[src/rtl/pipearch_load_if.sv]
// rtl/pipearch_load_if.sv - CCI-P c0 channel types and the load stage's c0 bus interface.
// The load stage is the master of c0 requests; the platform side is the slave.
package pipearch_load_pkg;
  typedef logic [41:0]  t_ccip_clAddr;
  typedef logic [511:0] t_ccip_clData;

  typedef enum logic [1:0] {eVC_VA = 2'h0, eVC_VL0 = 2'h1, eVC_VH0 = 2'h2, eVC_VH1 = 2'h3} t_ccip_vc;
  typedef enum logic [1:0] {eCL_LEN_1 = 2'h0, eCL_LEN_2 = 2'h1, eCL_LEN_4 = 2'h3} t_ccip_clLen;
  typedef enum logic [3:0] {eREQ_RDLINE_I = 4'h0, eREQ_RDLINE_S = 4'h1} t_ccip_c0_req;
  typedef enum logic [3:0] {eRSP_RDLINE = 4'h0, eRSP_UMSG = 4'h4} t_ccip_c0_rsp;

  typedef struct packed {
    t_ccip_vc     vc_sel;
    logic [1:0]   rsvd1;
    t_ccip_clLen  cl_len;
    t_ccip_c0_req req_type;
    logic [5:0]   rsvd0;
    t_ccip_clAddr address;
    logic [15:0]  mdata;
  } t_ccip_c0_ReqMemHdr;

  typedef struct packed {
    t_ccip_vc     vc_used;
    logic         rsvd1;
    logic         hit_miss;
    logic [1:0]   rsvd0;
    logic [1:0]   cl_num;
    t_ccip_c0_rsp resp_type;
    logic [15:0]  mdata;
  } t_ccip_c0_RspMemHdr;

  typedef struct packed {
    t_ccip_c0_ReqMemHdr hdr;
    logic               valid;
  } t_if_ccip_c0_Tx;

  typedef struct packed {
    t_ccip_c0_RspMemHdr hdr;
    t_ccip_clData       data;
    logic               rspValid;
    logic               mmioRdValid;
    logic               mmioWrValid;
  } t_if_ccip_c0_Rx;
endpackage

interface pipearch_load_if;
  logic                             c0TxAlmFull;
  pipearch_load_pkg::t_if_ccip_c0_Rx cp2af_sRx_c0;
  pipearch_load_pkg::t_if_ccip_c0_Tx af2cp_sTx_c0;

  modport master (input c0TxAlmFull, input cp2af_sRx_c0, output af2cp_sTx_c0);
  modport slave  (output c0TxAlmFull, output cp2af_sRx_c0, input af2cp_sTx_c0);
endinterface

[src/rtl/pipearch_load.sv]
// rtl/pipearch_load.sv - DRAM-to-BRAM load stage: issues c0 line reads for a window, writes responses to BRAM.
// Responses may return out of order; mdata carries the line index used as the BRAM offset.
module pipearch_load
  import pipearch_load_pkg::*;
#(
  parameter int NUM_REGS        = 8,
  parameter int ADDR_WIDTH      = 10,
  parameter int MAX_OUTSTANDING = 64
) (
  input  logic                           clk,
  input  logic                           reset,
  input  logic                           op_start,
  output logic                           op_done,
  input  logic [NUM_REGS-1:0][31:0]      regs,
  input  t_ccip_clAddr                   in_addr,
  input  t_ccip_clAddr                   out_addr,
  pipearch_load_if.master                ccip_c0,
  output logic                           mem_we,
  output logic [ADDR_WIDTH-1:0]          mem_waddr,
  output logic [511:0]                   mem_wdata
);

  typedef enum logic [1:0] {S_IDLE, S_READ, S_WAIT} send_state_t;
  typedef enum logic [1:0] {R_IDLE, R_READ, R_DONE} recv_state_t;

  localparam logic [7:0] MAX_OUT = 8'(MAX_OUTSTANDING);

  send_state_t            send_q;
  recv_state_t            recv_q;
  t_if_ccip_c0_Tx         tx_q;
  t_ccip_clAddr           dram_base_q;
  logic [15:0]            len_q;
  logic [ADDR_WIDTH-1:0]  bram_base_q;
  logic [15:0]            num_issued_q;
  logic [15:0]            num_recv_q;
  logic [7:0]             outstanding_q;
  logic [7:0]             outstanding_d;
  logic                   mem_we_q;
  logic [ADDR_WIDTH-1:0]  mem_waddr_q;
  logic [511:0]           mem_wdata_q;
  logic                   op_done_q;

  logic        start;
  logic        can_issue;
  logic        rsp_accept;
  logic        rsp_dec;
  logic [15:0] start_len;
  logic        unused_ok;

  // Both machines must be idle so a new window never overlaps the tail of the previous one.
  assign start      = op_start && (send_q == S_IDLE) && (recv_q == R_IDLE);
  assign start_len  = regs[1][15:0];
  assign can_issue  = (send_q == S_READ) && !ccip_c0.c0TxAlmFull &&
                      (outstanding_q < MAX_OUT) && (num_issued_q < len_q);
  assign rsp_accept = (recv_q == R_READ) && ccip_c0.cp2af_sRx_c0.rspValid &&
                      (ccip_c0.cp2af_sRx_c0.hdr.resp_type == eRSP_RDLINE);
  assign rsp_dec    = rsp_accept && (outstanding_q != 8'd0);

  always_comb begin
    outstanding_d = outstanding_q;
    if (start)
      outstanding_d = 8'd0;
    else if (can_issue && !rsp_dec)
      outstanding_d = outstanding_q + 8'd1;
    else if (!can_issue && rsp_dec)
      outstanding_d = outstanding_q - 8'd1;
  end

  always_ff @(posedge clk or posedge reset) begin
    if (reset) begin
      send_q        <= S_IDLE;
      tx_q          <= '0;
      dram_base_q   <= '0;
      len_q         <= '0;
      bram_base_q   <= '0;
      num_issued_q  <= '0;
      outstanding_q <= '0;
    end else begin
      tx_q.valid    <= 1'b0;
      outstanding_q <= outstanding_d;
      case (send_q)
        S_IDLE: begin
          if (start) begin
            dram_base_q  <= (regs[0][31] ? out_addr : in_addr) + t_ccip_clAddr'(regs[0]);
            len_q        <= start_len;
            bram_base_q  <= regs[2][ADDR_WIDTH-1:0];
            num_issued_q <= '0;
            send_q       <= (start_len == 16'd0) ? S_WAIT : S_READ;
          end
        end
        S_READ: begin
          if (can_issue) begin
            tx_q.valid         <= 1'b1;
            tx_q.hdr.vc_sel    <= eVC_VA;
            tx_q.hdr.cl_len    <= eCL_LEN_1;
            tx_q.hdr.req_type  <= eREQ_RDLINE_I;
            tx_q.hdr.address   <= dram_base_q + t_ccip_clAddr'(num_issued_q);
            tx_q.hdr.mdata     <= num_issued_q;
            num_issued_q       <= num_issued_q + 16'd1;
            if (num_issued_q == len_q - 16'd1)
              send_q <= S_WAIT;
          end
        end
        S_WAIT: begin
          if (recv_q == R_DONE)
            send_q <= S_IDLE;
        end
        default: send_q <= S_IDLE;
      endcase
    end
  end

  always_ff @(posedge clk or posedge reset) begin
    if (reset) begin
      recv_q      <= R_IDLE;
      num_recv_q  <= '0;
      mem_we_q    <= 1'b0;
      mem_waddr_q <= '0;
      mem_wdata_q <= '0;
      op_done_q   <= 1'b0;
    end else begin
      mem_we_q  <= 1'b0;
      op_done_q <= 1'b0;
      case (recv_q)
        R_IDLE: begin
          if (start) begin
            num_recv_q <= '0;
            recv_q     <= (start_len == 16'd0) ? R_DONE : R_READ;
          end
        end
        R_READ: begin
          if (rsp_accept) begin
            mem_we_q    <= 1'b1;
            mem_waddr_q <= bram_base_q + ADDR_WIDTH'(ccip_c0.cp2af_sRx_c0.hdr.mdata);
            mem_wdata_q <= ccip_c0.cp2af_sRx_c0.data;
            num_recv_q  <= num_recv_q + 16'd1;
            if (num_recv_q == len_q - 16'd1)
              recv_q <= R_DONE;
          end
        end
        R_DONE: begin
          op_done_q <= 1'b1;
          recv_q    <= R_IDLE;
        end
        default: recv_q <= R_IDLE;
      endcase
    end
  end

  assign ccip_c0.af2cp_sTx_c0 = tx_q;
  assign mem_we    = mem_we_q;
  assign mem_waddr = mem_waddr_q;
  assign mem_wdata = mem_wdata_q;
  assign op_done   = op_done_q;

  assign unused_ok = ^{regs, ccip_c0.cp2af_sRx_c0};

endmodule

[src/flat_wrapper.sv]
// flat-port wrapper written by rule: the top's interface ports become plain ports
module pipearch_load_flat import pipearch_load_pkg::*;
#(
  parameter int NUM_REGS        = 8,
  parameter int ADDR_WIDTH      = 10,
  parameter int MAX_OUTSTANDING = 64
)
  (clk, reset, op_start, op_done, regs, in_addr, out_addr, mem_we, mem_waddr, mem_wdata, ccip_c0_c0TxAlmFull, ccip_c0_cp2af_sRx_c0, ccip_c0_af2cp_sTx_c0);
  pipearch_load_if ccip_c0_i ();
  input  logic clk;
  input  logic reset;
  input  logic op_start;
  output logic op_done;
  input  logic [NUM_REGS-1:0][31:0] regs;
  input  t_ccip_clAddr in_addr;
  input  t_ccip_clAddr out_addr;
  output logic mem_we;
  output logic [ADDR_WIDTH-1:0] mem_waddr;
  output logic [511:0] mem_wdata;
  input wire logic [$bits(ccip_c0_i.c0TxAlmFull)-1:0] ccip_c0_c0TxAlmFull;
  input wire logic [$bits(ccip_c0_i.cp2af_sRx_c0)-1:0] ccip_c0_cp2af_sRx_c0;
  output wire logic [$bits(ccip_c0_i.af2cp_sTx_c0)-1:0] ccip_c0_af2cp_sTx_c0;
  assign ccip_c0_i.c0TxAlmFull = ccip_c0_c0TxAlmFull;
  assign ccip_c0_i.cp2af_sRx_c0 = ccip_c0_cp2af_sRx_c0;
  assign ccip_c0_af2cp_sTx_c0 = ccip_c0_i.af2cp_sTx_c0;
  pipearch_load #(.NUM_REGS(NUM_REGS), .ADDR_WIDTH(ADDR_WIDTH), .MAX_OUTSTANDING(MAX_OUTSTANDING)) u_core (.clk(clk), .reset(reset), .op_start(op_start), .op_done(op_done), .regs(regs), .in_addr(in_addr), .out_addr(out_addr), .ccip_c0(ccip_c0_i), .mem_we(mem_we), .mem_waddr(mem_waddr), .mem_wdata(mem_wdata));
endmodule
[config.mk]
export PLATFORM = sky130hd
export DESIGN_NAME = pipearch_load_flat
export DESIGN_NICKNAME = d
export VERILOG_FILES = /design/src/rtl/pipearch_load_if.sv /design/src/rtl/pipearch_load.sv /design/src/flat_wrapper.sv
export SDC_FILE = /design/constraint.sdc
export NUM_CORES = 2
export LEC_CHECK = 0
export CAP_MARGIN = 20
export CORE_AREA = 2 2 578 580
export CTS_BUF_LIST = sky130_fd_sc_hd__clkbuf_8
export CTS_CLUSTER_DIAMETER = 120
export DETAILED_ROUTE_END_ITERATION = 12
export DIE_AREA = 0 0 580 582
export PLACE_DENSITY_LB_ADDON = 0.12
export SYNTH_ARGS = -nofsm -noshare
export SYNTH_HDL_FRONTEND = slang
export SYNTH_SLANG_ARGS = --single-unit
export TNS_END_PERCENT = 30
[constraint.sdc]
create_clock -name clk -period 25.2 [get_ports clk]
set_input_delay 5.04 -clock clk [delete_from_list [all_inputs] [get_ports clk]]
set_output_delay 5.04 -clock clk [all_outputs]
set_load 0.01 [all_outputs]
==> summary.md <==
| Metric | Value |
|---|---|
| Status | `finished, final reports clean` |
| Worst R2R End | `u_core.outstanding_q[7]` |
| Commonest cells after routing, fill and taps aside | `1770 x nand2_1, 1254 x clkdlybuf4s50_1, 695 x dfrtp_1` |
| Initial antenna violation count | `102` |
| Max-slew violations | `0` |
| Post-layout minimum cycle time | `9011 ps` |
| TritonCTS sink count | `695` |
| CTS Root Cell | `clkbuf_8` |
| P_int | `2479 uW` |
| Core Box Area | `331800 um^2` |
| Worst-skew pair later-pin latency | `1000 ps` |
| Family with the most delay on the worst path | `buffers and inverters` |
| Area grow syn2layout | `66.62%` |
| Hold/Removal Path Class | `flip-flop to flip-flop` |
| Setup slack after placement | `15050 ps` |
| Synth Cell Area | `31460 um^2` |
| CTS Buf Count | `166` |
| Num rows | `212` |
| DR DRC count | `0` |
| Routed length per instance | `22.62 um` |
| Worst EP required | `26110 ps` |
| Worst-path cell chain | `clkdlybuf4s50_1 -> or4b_1 -> nor3_2 -> buf_4 -> buf_4 -> buf_4 -> buf_4 -> buf_4 -> nand2_1 -> nand2_1` |
| P_sw | `1355 uW` |
| Vias in the first global route | `31.85k` |
| Max-cap check violation count | `0` |
| Mapped Cells | `3592` |
| Ys async rst share | `100.0%` |
| Max Clk Rate | `0.1110 GHz` |
| Max stage delay cell, worst path | `buf_4` |
| GRT Max-Usage Layer | `met2` |
| Sequential area share after synthesis | `55.29%` |
| CTS HTree Levels | `4` |
| Grt total ovfl | `0` |
| Worst reg2reg path startpoint | `u_core.num_issued_q[5]` |
| Synth Register Bits | `695` |
| Detailed Route Iter0 Violations | `1316` |
| Net Sw Frac | `35.34%` |
| Syn Area/Cell | `8.757 um^2` |
| Detail Route Antenna Nets | `0` |
| Setup violations, final | `0` |
| Final WL | `213000 um` |
| Reg2reg path depth | `21` |
| Critical Path Max Stage Delay | `850 ps` |
| Hold wc startpoint | `u_core.mem_wdata[143]` |
| Flop pwr share | `37.0%` |
| Pre-antenna DRT Iters | `5` |
| Final Hold Viols | `0` |
| Layout Nets | `5863` |
| Cts repair resizes | `0` |
| Filler cells | `37.57k` |
| Worst setup margin | `16190 ps` |
| Met2 GRT Util | `20.13%` |
| First-pass GRT wire length | `286300 um` |
| Clock buffer depth | `4` |
| GR Util met3 | `6.447%` |
| Worst-margin pin slew | `1024 ps` |
| Power Density | `73.16 nW/um^2` |
| Worst-path clk slew | `60 ps` |
| Met1 Use GR | `13.53%` |
| Setup slack, reg-to-reg | `20360 ps` |
| Die area | `337600 um^2` |
| Yosys warns | `8` |
| Fin Setup TNS | `0 ps` |
| Cell leakage power | `0.02372 uW` |
| Register area | `17390 um^2` |
| Clk_skew | `69.39 ps` |
| Vias/cell | `3.193` |
| Relative slew slack | `31.76%` |
| Clk pwr share | `35.6%` |
| CP most frequent cell | `buf_4` |
| Vias | `30.06k` |
| Largest net degree at the start of global routing | `125` |
| RSZ-0062 raised after global routing | `false` |
| Port Buf Inserts | `1255` |
| DIE WIDTH | `580 um` |
| Crit Path Max Fanout | `77` |
| Initial Util | `9.479%` |
| CP Capture Type | `flip-flop` |
| Startpoint Class | `input pin` |
| Synth area leader | `dfrtp_1` |
| Hold Crit Endpoint | `u_core.mem_wdata[143]` |
| Synth top area share | `55.29%` |
| Gpl congestion | `0.8565` |
| WHS Path Cells | `2` |
| Synth area leaders | `dfrtp_1 55%, nand2_1 21%, ha_1 3.3%` |
| Boundary Pins | `1486` |
| CTS tree | `built` |
| Share of cells above drive strength 1 | `6.471%` |
| Chip height | `582 um` |
| Comb power frac | `27.4%` |
| Hold-fix buffers, CTS | `0` |
| Top_reg_cell synth | `dfrtp_1` |
| GRT Util Overall | `12.28%` |
| Max VDD drop | `0.02950 mV` |
| Hpwl dp | `169500 um` |
| Number of synthesized flops with an enable pin | `0` |
| Most common cell after layout, fill and taps aside | `nand2_1` |
| CP Class | `input pin to flip-flop` |
| Synth unique cells | `73` |
| Worst path bufs/invs | `6` |
| Post-CTS Setup Bufs | `0` |
| Final period utilization | `35.76%` |
| Crit path DAT | `9920 ps` |
| Multi-input logic area | `13160 um^2` |
==> flip-flops by register name, indices dropped and copies added, names as in the netlist, 2 cells and up <==
signal                       count
u_core.recv_q                    2
u_core.ccip_c0.af2cp_sTx_c0     59
u_core.bram_base_q              10
u_core.send_q                    2
u_core.num_recv_q               16
u_core.mem_waddr                10
u_core.len_q                    16
u_core.outstanding_q             8
u_core.dram_base_q              42
u_core.mem_wdata               512
u_core.num_issued_q             16
==> worst min-delay path, stage by stage, from the launching register on <==
cell and delay, ps:
dfrtp_1 340, nand2_1 50, nand2_1 50
==> kinds of logic after synthesis <==
| kind of cell | Yosys count | synth area share, % |
|---|---|---|
| other | 1 | 0.01192 |
| AO/OA/AOI/OAI | 340 | 6.464 |
| XOR/XNOR | 152 | 4.256 |
| flip-flops | 695 | 55.29 |
| adder cells (fa/ha/maj) | 87 | 3.556 |
| buffers and inverters | 243 | 3.158 |
| AND/OR/NAND/NOR | 2031 | 25.75 |
| multiplexers | 43 | 1.512 |
==> cells in the mapped netlist, types with 6 or more instances <==
master    count
nand2_1    1771
dfrtp_1     695
clkbuf_1    151
o21ai_0     145
xnor2_1     112
ha_1         83
nor2_1       80
a21oi_1      73
inv_1        57
xor2_1       39
mux2_2       36
a21o_1       34
nor3_1       31
nand3_1      28
nand4_1      21
and3_1       16
buf_4        16
nor2b_1      16
nor4_1       14
a211oi_1     12
buf_1        12
or3_1        11
o21a_1       10
o31ai_1       9
o21bai_1      8
mux2i_1       7
a31oi_1       6
and2_1        6
o211ai_1      6
==> power groups by stage <==
stage,clock (uW),combinational (uW),sequential [uW]
after floorplan,0,466,1440
after global placement,0,1090,1440
after detailed placement,0,1080,1440
after CTS,1460,1090,1420
after global routing,1500,1170,1440
final,1370,1050,1420
==> per-stage QoR <==
step                instance area, um^2  hold WS, ps  power [uW]  instances  utilization, %
detailed placement                49190        454.3        2524       9108           14.82
floorplan                         31510        449.7        1905       3607               -
finish                            52410        462.3        3834       9416           15.79
CTS                               52360        466.6        3973       9394           15.78
global placement                  49190        451.7        2523       9108           14.82
global route                      52370        485.0        4111       9399           15.78
==> per-layer routing <==
metal,vias up,part of all wire [%]
li1,14090,-
met1,14410,39
met2,1171,46
met3,347,11
met4,48,3.5
met5,-,0.14
==> worst max-delay path by stage <==
stage	startpoint	depth (start not counted)	to
global route	ccip_c0_cp2af_sRx_c0[532]	10	u_core.mem_wdata[321]
CTS	ccip_c0_cp2af_sRx_c0[532]	10	u_core.mem_wdata[321]
floorplan	reset	1	u_core.bram_base_q[0]
detailed placement	ccip_c0_cp2af_sRx_c0[532]	10	u_core.mem_wdata[321]
global placement	ccip_c0_cp2af_sRx_c0[532]	10	u_core.mem_wdata[375]
finish	ccip_c0_cp2af_sRx_c0[532]	10	u_core.mem_wdata[323]
==> cell type report <==
cell class,instances,share of cell area [%]
inverter,57,0.4225
multi-input combinational,2669,25.12
clock inverter,90,0.9024
tap,4387,10.47
clock buffer,196,5.147
antenna,22,0.1050
timing repair buffer,1300,24.65
sequential,695,33.18
Note: power is estimated with default switching activity, not from simulation.
